`src/rtl/dmem_stall_pkg.sv`:
```
// Shared types and constants for the data-memory stall controller.
// Used by dmem_stall_ctrl (optional feature: DMEM_READY_EN).
package dmem_stall_pkg;

   localparam int LAT_W      = 4;
   localparam int RD_LAT_DEF = 1;
   localparam int WR_LAT_DEF = 1;

   typedef enum logic [1:0] {
      IDLE,
      WAIT,
      DONE
   } state_e;

endpackage

```
`src/rtl/dmem_stall_ctrl_sat_counter.sv`:
```
// Saturating up-counter; holds at all-ones.
// Used for the stall-cycle performance counter.
module sat_counter #(
   parameter int W = 32
) (
   input  logic         clk,
   input  logic         reset_n,
   input  logic         inc,
   output logic [W-1:0] count
);

   logic [W-1:0] count_q, count_d;

   always_comb begin
      count_d = count_q;
      if (inc && (count_q != '1)) begin
         count_d = count_q + W'(1);
      end
   end

   always_ff @(posedge clk or negedge reset_n) begin
      if (!reset_n) begin
         count_q <= '0;
      end else begin
         count_q <= count_d;
      end
   end

   assign count = count_q;

endmodule

```
`src/rtl/dmem_stall_ctrl.sv`:
```
// MEM-stage stall controller for a fixed- or handshake-latency data memory.
// Define DMEM_READY_EN to end stalls on mem_ready with a timeout instead.
module dmem_stall_ctrl
   import dmem_stall_pkg::*;
#(
   parameter int RD_LAT  = RD_LAT_DEF,
   parameter int WR_LAT  = WR_LAT_DEF,
   parameter int PERF_W  = 32,
   parameter int TIMEOUT = 64
) (
   input  logic              clk,
   input  logic              reset_n,
   input  logic              MemRead,
   input  logic              MemWrite,
   input  logic              flush,
   output logic              MemStall,
   output logic              mem_req,
   output logic              mem_we,
`ifdef DMEM_READY_EN
   input  logic              mem_ready,
   output logic              timeout_err,
`endif
   output logic [PERF_W-1:0] stall_cycles
);

   state_e           state_q, state_d;
   logic [LAT_W-1:0] cnt_q, cnt_d;
   logic [LAT_W-1:0] lat;
   logic             stall, req, we;

   // Stores win when both strobes are set.
   assign lat = MemWrite ? LAT_W'(WR_LAT) : LAT_W'(RD_LAT);

`ifdef DMEM_READY_EN
   localparam int TMO_W = $clog2(TIMEOUT + 1);
   logic [TMO_W-1:0] tmo_q, tmo_d;
   logic             tmo_err;
`endif

   always_comb begin
      state_d = state_q;
      cnt_d   = cnt_q;
      stall   = 1'b0;
      req     = 1'b0;
      we      = 1'b0;
`ifdef DMEM_READY_EN
      tmo_d   = tmo_q;
      tmo_err = 1'b0;
`endif
      if (flush) begin
         state_d = IDLE;
         cnt_d   = '0;
      end else begin
         unique case (state_q)
            IDLE: begin
               if (MemRead | MemWrite) begin
                  req = 1'b1;
                  we  = MemWrite;
`ifdef DMEM_READY_EN
                  stall   = 1'b1;
                  tmo_d   = '0;
                  state_d = mem_ready ? DONE : WAIT;
`else
                  if (lat != '0) begin
                     stall   = 1'b1;
                     cnt_d   = lat - LAT_W'(1);
                     state_d = (lat > LAT_W'(1)) ? WAIT : DONE;
                  end
`endif
               end
            end
            WAIT: begin
               stall = 1'b1;
`ifdef DMEM_READY_EN
               if (mem_ready) begin
                  state_d = DONE;
               end else if (tmo_q == TMO_W'(TIMEOUT - 1)) begin
                  tmo_err = 1'b1;
                  state_d = DONE;
               end else begin
                  tmo_d = tmo_q + TMO_W'(1);
               end
`else
               cnt_d = cnt_q - LAT_W'(1);
               if (cnt_q == LAT_W'(1)) begin
                  state_d = DONE;
               end
`endif
            end
            // The stalled instruction is still presented here.
            DONE:    state_d = IDLE;
            default: state_d = IDLE;
         endcase
      end
   end

   always_ff @(posedge clk or negedge reset_n) begin
      if (!reset_n) begin
         state_q <= IDLE;
         cnt_q   <= '0;
      end else begin
         state_q <= state_d;
         cnt_q   <= cnt_d;
      end
   end

`ifdef DMEM_READY_EN
   always_ff @(posedge clk or negedge reset_n) begin
      if (!reset_n) begin
         tmo_q <= '0;
      end else begin
         tmo_q <= tmo_d;
      end
   end

   assign timeout_err = reset_n & tmo_err;
`endif

   // Outputs are forced low while reset is held, whatever the inputs do.
   assign MemStall = reset_n & stall;
   assign mem_req  = reset_n & req;
   assign mem_we   = reset_n & we;

   sat_counter #(
      .W(PERF_W)
   ) u_perf (
      .clk    (clk),
      .reset_n(reset_n),
      .inc    (MemStall),
      .count  (stall_cycles)
   );

endmodule

```
`config.mk`:
```
export PLATFORM = sky130hd
export DESIGN_NAME = dmem_stall_ctrl
export DESIGN_NICKNAME = d
export VERILOG_FILES = /design/src/rtl/dmem_stall_pkg.sv /design/src/rtl/dmem_stall_ctrl_sat_counter.sv /design/src/rtl/dmem_stall_ctrl.sv
export SDC_FILE = /design/constraint.sdc
export NUM_CORES = 1
export LEC_CHECK = 0
export ABC_AREA = 1
export CORE_ASPECT_RATIO = 0.9
export CORE_MARGIN = 4
export CORE_UTILIZATION = 57
export CTS_CLUSTER_DIAMETER = 120
export CTS_CLUSTER_SIZE = 24
export DETAILED_ROUTE_END_ITERATION = 6
export HOLD_SLACK_MARGIN = 0.05
export PLACE_DENSITY = 0.91
export SYNTH_ARGS = -nofsm -noshare
export SYNTH_HDL_FRONTEND = slang
export SYNTH_SLANG_ARGS = --single-unit
```
`constraint.sdc`:
```
create_clock -name clk -period 2.73 [get_ports clk]
set_input_delay 0.546 -clock clk [delete_from_list [all_inputs] [get_ports clk]]
set_output_delay 0.546 -clock clk [all_outputs]
set_load 0.05 [all_outputs]
```
==> results of run 1 <==
[cell type report]
cell class	instances	area [µm²]
clock buffer	7	86.3
fill	334	978
inverter	31	116
multi-input combinational	289	1240
sequential	33	826
tap	46	57.6
timing repair buffer	43	450
[synth_stat cells (all sizes together)]
library cell | count | area [µm²]
nand2 | 195 | 742
nor2 | 59 | 241
dfrtp | 33 | 826
inv | 31 | 116
nand3 | 16 | 80.1
xor2 | 10 | 87.6
buf | 6 | 51.3
xnor2 | 5 | 43.8
a21oi | 1 | 5.00
clkbuf | 1 | 3.75
ha | 1 | 12.5
nand3b | 1 | 20.0
nand4 | 1 | 6.26
[cells by family (layout without fill, tap and decap cells)]
group,count (synthesis),count (layout)
adder cells (fa/ha/maj),1,1
buffers and inverters,38,81
AND/OR/NAND/NOR,272,272
AO/OA/AOI/OAI,1,1
flip-flops,33,33
XOR/XNOR,15,15
[state kept, by name (all words and copies together), names as in the netlist]
| name | count |
|---|---|
| state_q | 1 |
| u_perf.count | 32 |
[stage by stage]
step | std cells | total power (µW) | utilization, % | worst slack (ns) | hold slack (ns)
3_5_place_dp | 442 | 800 | 71.7 | 0.466 | 0.501
2_1_floorplan | 360 | 707 | - | 0.726 | 0.250
4_1_cts | 449 | 1170 | 74.0 | 0.456 | 0.511
5_1_grt | 449 | 1210 | 74.0 | 0.361 | 0.565
6_report | 449 | 1160 | 74.0 | 0.455 | 0.510
3_3_place_gp | 442 | 788 | 71.7 | 0.472 | 0.491
[how the worst max path moves through the flow]
stage,startpoint,end,slack [ns],cells after the start
2_1_floorplan,u_perf.count[0],u_perf.count[0],0.73,10
3_3_place_gp,reset_n,mem_we,0.47,5
3_5_place_dp,reset_n,mem_we,0.47,5
4_1_cts,reset_n,mem_we,0.46,5
5_1_grt,reset_n,mem_we,0.36,5
6_report,reset_n,mem_we,0.45,5
[per-layer routing]
layer | part of all wire, % | global-route usage (%)
met2 | 46 | 41.4
met5 | 0 | 0
met4 | 2.4 | 9.50
met1 | 45 | 33.2
met3 | 6.4 | 4.61
[worst max-delay path: stages]
cell and delay [ns]:
clkdlybuf4s50_1 0.56, buf_4 0.20, nand2_1 0.06, nor2_1 0.19, buf_12 0.17
[power by group]
| part | switching [µW] | internal [µW] | total (µW) |
|---|---|---|---|
| clock | 166 | 200 | 366 |
| sequential | 38.4 | 512 | 550 |
| combinational | 166 | 81.4 | 247 |
| total | 370 | 793 | 1160 |
==> flow_summary.ini, run 1 <==
[worst_setup_path]
reg2reg_from = u_perf.count[0]
crit_fanout = 8
cp.required_ns = 2.18
r2r-end = u_perf.count[28]
critical_path_class = primary input to output port
critPathLaunchType = primary input
worstSetupEndpointType = output port
reg2reg_depth = 9
ff2ff_setup_slack_ns = 0.64
cp_data_arrival_time_ns = 1.73

[timing]
period_minus_slack_ns = 2.28
slew_viol_final = 0
hold_violations = 0
max_clock_freq_mhz = 440
setup_violations = 0
worst_pin_slew_ns = 0.545
slew_headroom_pct = 63.5
clock_skew_ns = 0.00411
fin_crit_sh_pct = 83.3
rsz0062_at_grt = no
finalSetupTns_ns = 0

[grt]
antenna_found_initial = 0
grt_pass1_wl_um = 9580
grt_max_degree = 30
grt_pass1_vias = 2156
grtUsageTotal_pct = 25.3
grt-ovfl-total = 0

[run]
max_cap_violations = 0

[floorplan]
initial_core_util_pct = 59.5
fp.coreArea_um2 = 3760
die_y_um = 67.4
die_area_um2 = 4990
num_io_pins = 40
rows = 21
dieWidth_um = 74.0

[place]
place_area_um2 = 2690
hpwl_um = 4340
place_congestion = 0.976
port-buffer-count = 39

[drt]
firstDrtPassIters = 5
wl_um = 5750
ant_nets = 0
via_per_inst = 5.20
num_vias = 2335
wire_per_inst_um = 12.8
drt_iter0_drc = 168
drc_errors = 0

[min_path]
hold_class = flip-flop to flip-flop
min-delay-start = state_q[1]
min_to = state_q[1]
hold_depth = 3

[synthesis]
synth_nets = 366
yosysUniqueCellTypes = 19
syn_inst = 360
synth-seq-area-share_pct = 36.9
synth_top_family_by_area = simple AND/OR/NAND/NOR gates
synthXorXnorAreaFrac_pct = 5.88
ys_seq_elements = 33
ys_warn_count = 0
muxShareOfSynthArea_pct = 0
synth_compound_area_share_pct = 0.224
synthAdderAreaFrac_pct = 0.560
syn-cell-area_um2 = 2240
avgSynthCellArea_um2 = 6.21
synth_simple_gate_area_share_pct = 48.7

[power_and_ir_drop]
peakVddDrop_mv = 0.293
p_per_area_nw_per_um2 = 419
p_leak_uw = 0.00135

[layout]
drive_above_1_share_pct = 5.21
final_area_um2 = 2780
layout-area-overhead-vs-synth_pct = 24.3
layout_commonest_cell = nand2_1
num_antenna_cells = 0
final_cell_mix = 193 x nand2_1, 55 x nor2_1, 36 x clkdlybuf4s50_1
nets = 409

[clock_tree]
clkLatencyLatePin_ns = 0.28
ctsHoldBuffers = 0
cts_tree = yes
cts-root-buf = clkbuf_8
cts_setup_buffers = 0
postCtsResizedCells = 0
path_clk_slew_ns = 0.06
htree_levels = 2
clock_path_buffers = 2
cts-buffers-inserted = 5
cts.sinks = 33

[status]
status = completed
(Power assumes the default switching activity.)
==> inputs of run 2 (changes only) <==
--- a/config.mk
+++ b/config.mk
@@ -8,12 +8,12 @@
 export ABC_AREA = 1
 export CORE_ASPECT_RATIO = 0.9
 export CORE_MARGIN = 4
-export CORE_UTILIZATION = 57
+export CORE_UTILIZATION = 53
 export CTS_CLUSTER_DIAMETER = 120
 export CTS_CLUSTER_SIZE = 24
 export DETAILED_ROUTE_END_ITERATION = 6
 export HOLD_SLACK_MARGIN = 0.05
-export PLACE_DENSITY = 0.91
+export PLACE_DENSITY = 0.85
 export SYNTH_ARGS = -nofsm -noshare
 export SYNTH_HDL_FRONTEND = slang
 export SYNTH_SLANG_ARGS = --single-unit
==> constraint.sdc (replaced) <==
create_clock -name clk -period 2.17 [get_ports clk]
set_input_delay 0.434 -clock clk [delete_from_list [all_inputs] [get_ports clk]]
set_output_delay 0.434 -clock clk [all_outputs]
set_load 0.05 [all_outputs]
==> flow_summary.ini, run 2 (synthesis results as in run 1) <==
[layout]
final_cell_mix = 193 x nand2_1, 55 x nor2_1, 36 x clkdlybuf4s50_1
utilization_pct = 68.9
num_antenna_cells = 0
nets = 408
largest_reg_flops = 32
layout-area-overhead-vs-synth_pct = 25.5
final_area_um2 = 2810
layout_commonest_cell = nand2_1
drive_above_1_share_pct = 5.46
final_cells = 451

[place]
place_congestion = 0.954
hpwl_um = 4150
port-buffer-count = 39
place_area_um2 = 2700
dp.cells = 443

[clock_tree]
path_clk_slew_ns = 0.07
htree_levels = 2
ctsHoldBuffers = 0
cts.sinks = 33
cts_setup_buffers = 0
cts-buffers-inserted = 5
cts-root-buf = clkbuf_8
cts_tree = yes
clock_path_buffers = 2
clkLatencyLatePin_ns = 0.29
postCtsResizedCells = 0

[grt]
antenna_found_initial = 0
grt_pass1_wl_um = 9780
grtUsageTotal_pct = 22.8
grt_pass1_vias = 2128
grt_max_degree = 33
grt-ovfl-total = 0

[power_and_ir_drop]
peakVddDrop_mv = 0.330
switching_power_uw = 478
pwr-share-clk_pct = 34.4
switching_share_pct = 31.7
combPwrFrac_pct = 20.0
power_frac_seq_pct = 45.6
p_leak_uw = 0.00136
p_per_area_nw_per_um2 = 538
internal-power_uw = 1030

[timing]
period_minus_slack_ns = 2.06
slew_viol_final = 0
fin_crit_sh_pct = 94.9
hold_violations = 0
worst_pin_slew_ns = 0.525
slew_headroom_pct = 64.9
finalSetupTns_ns = 0
clock_skew_ns = 0.00872
max_clock_freq_mhz = 486
rsz0062_at_grt = no
setup_violations = 0

[worst_setup_path]
critical_path_class = primary input to output port
timing.critical_path.max_delay_family = buffers and inverters
reg2reg_depth = 9
crit_fanout = 4
cp.required_ns = 1.74
worstSetupEndpointType = output port
cp.buffers_inverters = 3
ff2ff_setup_slack_ns = 0.30
path_cells = clkdlybuf4s50_1 > nand3_1 > inv_1 > buf_12
critPathLaunchType = primary input
crit_slowest_cell = clkdlybuf4s50_1
crit_path_start = reset_n
reg2reg_from = u_perf.count[0]
cp_data_arrival_time_ns = 1.63
r2r-end = u_perf.count[0]
crit_path_max_incr_delay_ns = 0.63
path_depth = 4

[run]
max_cap_violations = 0

[floorplan]
initial_core_util_pct = 54.9
rows = 22
dieWidth_um = 76.5
num_io_pins = 40
die_y_um = 69.6
die_area_um2 = 5320
fp.coreArea_um2 = 4070

[drt]
ant_nets = 0
drt_iter0_drc = 235
firstDrtPassIters = 4
wl_um = 5590
drc_errors = 0
num_vias = 2223
wire_per_inst_um = 12.4
via_per_inst = 4.93

[status]
status = completed

[min_path]
hold_class = primary input to asynchronous set/reset pin
==> run 2: cell count changes in the layout (fill, tap and decap cells not counted) <==
cell	change
buf_12	+1
nand2_4	+1
clkbuf_1	-1
nand2_2	-1
clkinv_2	+1
buf_4	-2
clkbuf_8	+1
==> run 2: worst max path at each step <==
stage                       endpoint
floorplan            u_perf.count[0]
global placement    u_perf.count[17]
detailed placement   u_perf.count[0]
CTS                  u_perf.count[0]
global route                MemStall
finish                      MemStall
==> run 2: area by class of cell <==
class                           count  area [µm²]
Clock buffer                        7        96.3
Clock inverter                      1        5.00
Fill cell                         356        1270
Inverter                           31         116
Multi-Input combinational cell    289        1250
Sequential cell                    33         826
Tap cell                           48        60.1
Timing Repair Buffer               42         455
==> run 2: layer usage <==
metal / vias up / GRT usage [%] / part of all wire (%) / wire length [µm]
met2: 67 / 37.0 / 45 / 2500
met5: - / 0 / 0 / 0
met1: 991 / 29.9 / 47 / 2610
met3: 14 / 4.42 / 5.5 / 305
li1: 1151 / - / - / -
met4: 0 / 9.26 / 3.0 / 169
==> run 2: stage by stage <==
stage | worst slack [ns] | power [µW] | hold slack [ns]
after floorplan | 0.166 | 889 | 0.138
after global placement | 0.0590 | 996 | 0.487
after detailed placement | -0.0179 | 1000 | 0.507
after CTS | 0.107 | 1520 | 0.384
after global routing | 0.0480 | 1560 | 0.391
final | 0.111 | 1510 | 0.386
==> run 2: worst register-to-register path, stage by stage (launching register included) <==
cell,delay (ns)
dfrtp_1,0.47
ha_1,0.25
inv_1,0.10
nor2_4,0.18
nand2_4,0.10
nor2_4,0.14
nand3b_4,0.11
nand2_4,0.26
nand2_1,0.10
nand2_1,0.08
==> run 2: power groups by stage <==
stage                     Sequential (µW)  Clock (µW)  Combinational (µW)
after detailed placement              699           0                 305
after floorplan                       787           0                 103
after global placement                696           0                 300
after CTS                             687         525                 305
after global routing                  693         547                 323
final                                 688         519                 303
